### config.mk
export PLATFORM = sky130hd
export DESIGN_NAME = step_digit_history
export DESIGN_NICKNAME = d
export VERILOG_FILES = /design/src/rtl/digit_disp_pkg.sv /design/src/rtl/hex7seg_decode.sv /design/src/rtl/step_digit_history.sv
export SDC_FILE = /design/constraint.sdc
export NUM_CORES = 1
export LEC_CHECK = 0
export BUFFER_PORTS_ARGS = -buffer_cell sky130_fd_sc_hd__clkbuf_2
export CAP_MARGIN = 25
export CORE_ASPECT_RATIO = 1.1
export CORE_MARGIN = 10
export CORE_UTILIZATION = 35
export DETAILED_ROUTE_END_ITERATION = 10
export PLACE_DENSITY = 0.61
export SETUP_SLACK_MARGIN = 0.3
export SYNTH_ARGS = -nofsm -noshare
export SYNTH_HDL_FRONTEND = slang
export SYNTH_SLANG_ARGS = --single-unit
### constraint.sdc
create_clock -name PIN_Y2 -period 2.1 [get_ports PIN_Y2]
set_input_delay 0 -clock PIN_Y2 [delete_from_list [all_inputs] [get_ports PIN_Y2]]
set_output_delay 0 -clock PIN_Y2 [all_outputs]
set_load 0.03 [all_outputs]
### src/rtl/digit_disp_pkg.sv
// Shared digit-display definitions: code constants and active-low gfedcba segment patterns.
package digit_disp_pkg;

  localparam int unsigned CODE_W = 4;
  localparam int unsigned SEG_W  = 7;

  localparam logic [CODE_W-1:0] CODE_BLANK     = 4'd10;
  localparam logic [CODE_W-1:0] CODE_MAX_DIGIT = 4'd9;

  localparam logic [SEG_W-1:0] SEG_0     = 7'b1000000;
  localparam logic [SEG_W-1:0] SEG_1     = 7'b1111001;
  localparam logic [SEG_W-1:0] SEG_2     = 7'b0100100;
  localparam logic [SEG_W-1:0] SEG_3     = 7'b0110000;
  localparam logic [SEG_W-1:0] SEG_4     = 7'b0011001;
  localparam logic [SEG_W-1:0] SEG_5     = 7'b0010010;
  localparam logic [SEG_W-1:0] SEG_6     = 7'b0000010;
  localparam logic [SEG_W-1:0] SEG_7     = 7'b1111000;
  localparam logic [SEG_W-1:0] SEG_8     = 7'b0000000;
  localparam logic [SEG_W-1:0] SEG_9     = 7'b0010000;
  localparam logic [SEG_W-1:0] SEG_BLANK = 7'b1111111;
  localparam logic [SEG_W-1:0] SEG_DASH  = 7'b0111111;

endpackage

### src/rtl/hex7seg_decode.sv
// Combinational 4-bit code to 7-segment decoder; 10 is blank, 11-15 show a dash.
module hex7seg_decode
  import digit_disp_pkg::*;
(
  input  logic [CODE_W-1:0] code_i,
  output logic [SEG_W-1:0]  seg_o
);

  always_comb begin
    seg_o = SEG_DASH;
    case (code_i)
      4'd0:       seg_o = SEG_0;
      4'd1:       seg_o = SEG_1;
      4'd2:       seg_o = SEG_2;
      4'd3:       seg_o = SEG_3;
      4'd4:       seg_o = SEG_4;
      4'd5:       seg_o = SEG_5;
      4'd6:       seg_o = SEG_6;
      4'd7:       seg_o = SEG_7;
      4'd8:       seg_o = SEG_8;
      4'd9:       seg_o = SEG_9;
      CODE_BLANK: seg_o = SEG_BLANK;
      default:    seg_o = SEG_DASH;
    endcase
  end

endmodule

### src/rtl/step_digit_history.sv
// Captures the sequencer digit on each step rising edge into an eight-deep history,
// drives the HEX displays (newest on HEX0) and a step counter on LEDR.
module step_digit_history
  import digit_disp_pkg::*;
#(
  parameter int unsigned DIGITS = 8,
  parameter int unsigned CNT_W  = 8
) (
  input  logic              PIN_Y2,
  input  logic              KEY0,
  input  logic [CODE_W-1:0] code_in,
  input  logic              step_in,
  input  logic              hold_in,
  output logic [SEG_W-1:0]  HEX0,
  output logic [SEG_W-1:0]  HEX1,
  output logic [SEG_W-1:0]  HEX2,
  output logic [SEG_W-1:0]  HEX3,
  output logic [SEG_W-1:0]  HEX4,
  output logic [SEG_W-1:0]  HEX5,
  output logic [SEG_W-1:0]  HEX6,
  output logic [SEG_W-1:0]  HEX7,
  output logic [CNT_W-1:0]  LEDR,
  output logic              LEDG0
);

  logic              step_q;
  logic [CODE_W-1:0] hist_q [DIGITS];
  logic [CODE_W-1:0] hist_d [DIGITS];
  logic [SEG_W-1:0]  seg_q  [DIGITS];
  logic [SEG_W-1:0]  seg_d  [DIGITS];
  logic [CNT_W-1:0]  cnt_q, cnt_d;
  logic              flag_q, flag_d;
  logic              cap_c;

  for (genvar g = 0; g < DIGITS; g++) begin : g_dec
    hex7seg_decode u_dec (
      .code_i (hist_q[g]),
      .seg_o  (seg_d[g])
    );
  end

  // Rising-edge capture; hold drops the edge rather than deferring it.
  always_comb begin
    cap_c  = step_in & ~step_q & ~hold_in;
    hist_d = hist_q;
    cnt_d  = cnt_q;
    flag_d = cap_c;
    if (cap_c) begin
      hist_d[0] = code_in;
      for (int i = 1; i < int'(DIGITS); i++) begin
        hist_d[i] = hist_q[i-1];
      end
      cnt_d = cnt_q + CNT_W'(1);
    end
  end

  always_ff @(posedge PIN_Y2) begin
    if (!KEY0) begin
      step_q <= 1'b0;
      cnt_q  <= '0;
      flag_q <= 1'b0;
      for (int i = 0; i < int'(DIGITS); i++) begin
        hist_q[i] <= CODE_BLANK;
        seg_q[i]  <= SEG_BLANK;
      end
    end else begin
      step_q <= step_in;
      cnt_q  <= cnt_d;
      flag_q <= flag_d;
      for (int i = 0; i < int'(DIGITS); i++) begin
        hist_q[i] <= hist_d[i];
        seg_q[i]  <= seg_d[i];
      end
    end
  end

  assign HEX0  = seg_q[0];
  assign HEX1  = seg_q[1];
  assign HEX2  = seg_q[2];
  assign HEX3  = seg_q[3];
  assign HEX4  = seg_q[4];
  assign HEX5  = seg_q[5];
  assign HEX6  = seg_q[6];
  assign HEX7  = seg_q[7];
  assign LEDR  = cnt_q;
  assign LEDG0 = flag_q;

endmodule
==> flow_summary.ini <==
[final_layout]
final_cell_mix = 153 x dfxtp_1, 72 x clkbuf_2, 60 x nand2b_1, 54 x buf_4, 36 x nand2_1
n_antenna_cell = 0
fin_area_um2 = 8750
fin_nets = 816
area_delta_synth_final_pct = 38.5
n_fill_cell = 1635
multi_input_area_um2 = 3500
drive_above_1_share_pct = 39.2
seq_area_um2 = 3090
layout_commonest_cell = dfxtp_1

[clock_tree]
cts-root-buf = clkbuf_16
clk_latency_ns = 0.43
cts_buffers = 17
h-tree-depth = 4
cts_sinks = 154
cts_tree = built
clk_pin_slew_ns = 0.06
clockBufferDepth = 2

[power]
pwr-share-clk_pct = 44.6
combPwrFrac_pct = 11.7
power_density_nw_per_um2 = 826
p_int_mw = 5.51
seqPwrFrac_pct = 43.7
vdd_drop_max_uv = 582
swShare_pct = 23.7
p_leak_nw = 3.57
power_switching_mw = 1.72

[hold_path]
worstHoldStart = KEY0
hold_depth = 3
hold_path_end = hist_q[9]
hp-class = in2reg

[logic_synthesis]
yosysWarnings = 0
synth_top_cell_by_area = dfxtp_1
synthDistinctLibCells = 57
synth_edf_count = 0
syn_area_per_cell_um2 = 10.0
syn_nets = 680
yosys.area.top_type_share_pct = 48.8
synth_area_um2 = 6320
async_reset_ff_share_pct = 0
ys_seq_area_share_pct = 48.8
netlist_top_cells_area = dfxtp_1 49%, ha_1 8.1%, nand2b_1 6.0%
synth-main-ff-cell = dfxtp_1
syn_inst = 631
ys_ff_latch = 154

[job]
maxCapViolations = 0

[setup_path]
crit_top_cell = buf_6
critPathMaxFanout = 7
rrSetupSlack_ns = 0.06
slowest_stage = or3b_4
critPathKind = reg2reg
worstSetupStartpoint = step_q
end_kind = flop
max_stage_delay_ns = 0.46
reg2reg_to = g_dec[0].u_dec.seg_o[5]
critPathLaunchType = flop
worstPathArrival_ns = 2.35
r2r_cells = 8
timing.rr.start = step_q
crit_chain = or3b_4 -> buf_6 -> a211o_4 -> inv_4 -> buf_6 -> ha_4 -> mux2i_1 -> o21a_1
cp.required_ns = 2.41

[global_routing]
antenna_found_initial = 0
grt_pass1_wl_um = 23500
grt_usage_pct = 12.0
overflow = 0
grt_max_degree = 36
grt_pass1_vias = 4919

[timing]
final.setup_skew_ns = 0.0121
hold_viol_final = 0
tightest_slew_ns = 0.640
setup_tns_ns = 0
slew_viol_final = 0
finalCritPeriodShare_pct = 97.0
relSlewSlack_pct = 57.0
layout_setup_ws_ns = 0.0639
setup_viol_count_final = 0
max_freq_mhz = 491
rsz0062_at_grt = yes
timing.hold.ws_ns = 0.0536
post-route-min-period_ns = 2.04

[detailed_routing]
wl_um = 14300
avgRoutedWirePerCell_um = 14.0
via_count = 4868
drtIter0Drc = 173
postRouteAntennaNets = 0
drc = 0
dr.pass1.iters = 4
viasPerCell = 4.79

[floorplanning]
ios = 73
rows = 51
fp.coreArea_um2 = 17700
start_util_pct = 35.6
die_h_um = 161
die_w_um = 148
die_area_um2 = 23800

[placement]
dpl_cell_area_um2 = 7340
gp_congestion = 0.877
hpwlAfterDp_um = 9750
place.port_buffers = 72
place_ws_ns = 0.0250

[run_status]
status = finished, final reports clean
==> flip-flops by register name, indices dropped and copies added, names as in the netlist <==
register,flops
LEDR,8
seg_q,56
g_dec.u_dec.seg_o,56
step_q,1
LEDG0,1
hist_q,32
==> layout make-up <==
cell class | instances | share of cell area, %
sequential | 154 | 35.3
clock inverter | 10 | 1.92
tap | 238 | 3.40
inverter | 46 | 2.32
timing repair buffer | 147 | 11.9
clock buffer | 20 | 5.22
multi-input combinational | 401 | 40.0
==> cells by family after synthesis <==
group | count (synthesis) | share of synthesized area [%]
buf+inv | 76 | 4.97
fa+ha+maj | 41 | 8.12
flops | 154 | 48.8
mux | 37 | 6.51
compound gates | 118 | 12.8
xor+xnor | 6 | 0.832
simple gates | 199 | 18.0
==> repair_timing <==
action	in CTS	in global routing
setup endpoints to repair	51	56
hold buffers	2	0
resized for setup	73	41
buffers inserted	26	10
pin swaps	37	24
gates cloned	0	0
hold endpoints to repair	3	0
==> power by group through the flow <==
stage	sequential [mW]	combinational [mW]	clock (mW)
floorplan	3.33	0.388	0
global placement	3.22	0.693	0
detailed placement	3.23	0.703	0
CTS	3.16	0.790	3.30
global route	3.18	0.917	3.43
finish	3.16	0.843	3.23
==> Yosys cell counts, drive strengths merged (3+ instances only) <==
cell type and count:
dfxtp 154, nand2b 61, a21oi 46, inv 46
nand2 46, ha 41, mux2i 26, nor2 21
clkbuf 20, nand3 17, o21ai 16, nor3 15
a211o 13, mux2 11, buf 10, nor2b 7
nor4bb 7, o211ai 6, a211oi 5, nor3b 5
a21boi 4, a221oi 4, nand4bb 4, o22ai 4
or3b 4, and3 3, nand4 3, o211a 3
o21a 3, o2bb2ai 3, xnor2 3, xor2 3
==> how the worst max path moves through the flow <==
stage,end,slack [ns],cells past startpoint
2_1_floorplan,g_dec[6].u_dec.seg_o[4],0.04,10
6_report,g_dec[0].u_dec.seg_o[5],0.06,8
5_1_grt,g_dec[6].u_dec.seg_o[3],0.004,7
3_5_place_dp,g_dec[3].u_dec.seg_o[3],0.03,6
4_1_cts,g_dec[0].u_dec.seg_o[5],0.08,8
3_3_place_gp,g_dec[3].u_dec.seg_o[3],0.10,6
==> stage by stage <==
step / util [%] / power [mW] / std cells
floorplan: - / 3.72 / 631
global placement: 41.4 / 3.92 / 948
detailed placement: 41.4 / 3.93 / 948
CTS: 47.8 / 7.25 / 1006
global route: 49.3 / 7.53 / 1016
finish: 49.3 / 7.23 / 1016
==> critical path: cells and delay by family (launching register included) <==
family                     cells  cell delay, ns
AOI/OAI and AO/OA              2            0.56
adders and majority gates      1            0.12
buffers and inverters          3            0.35
DFF                            1            0.37
muxes                          1            0.07
and+or+nand+nor                1            0.46
==> per-layer routing <==
layer | global-route usage, % | wire length, um | vias up
met2 | 20.3 | 7140 | 91
met1 | 13.5 | 6160 | 2328
li1 | - | - | 2429
met4 | 4.46 | 280 | 0
met5 | 0 | 0 | -
met3 | 4.27 | 691 | 20
(Power assumes the default switching activity.)
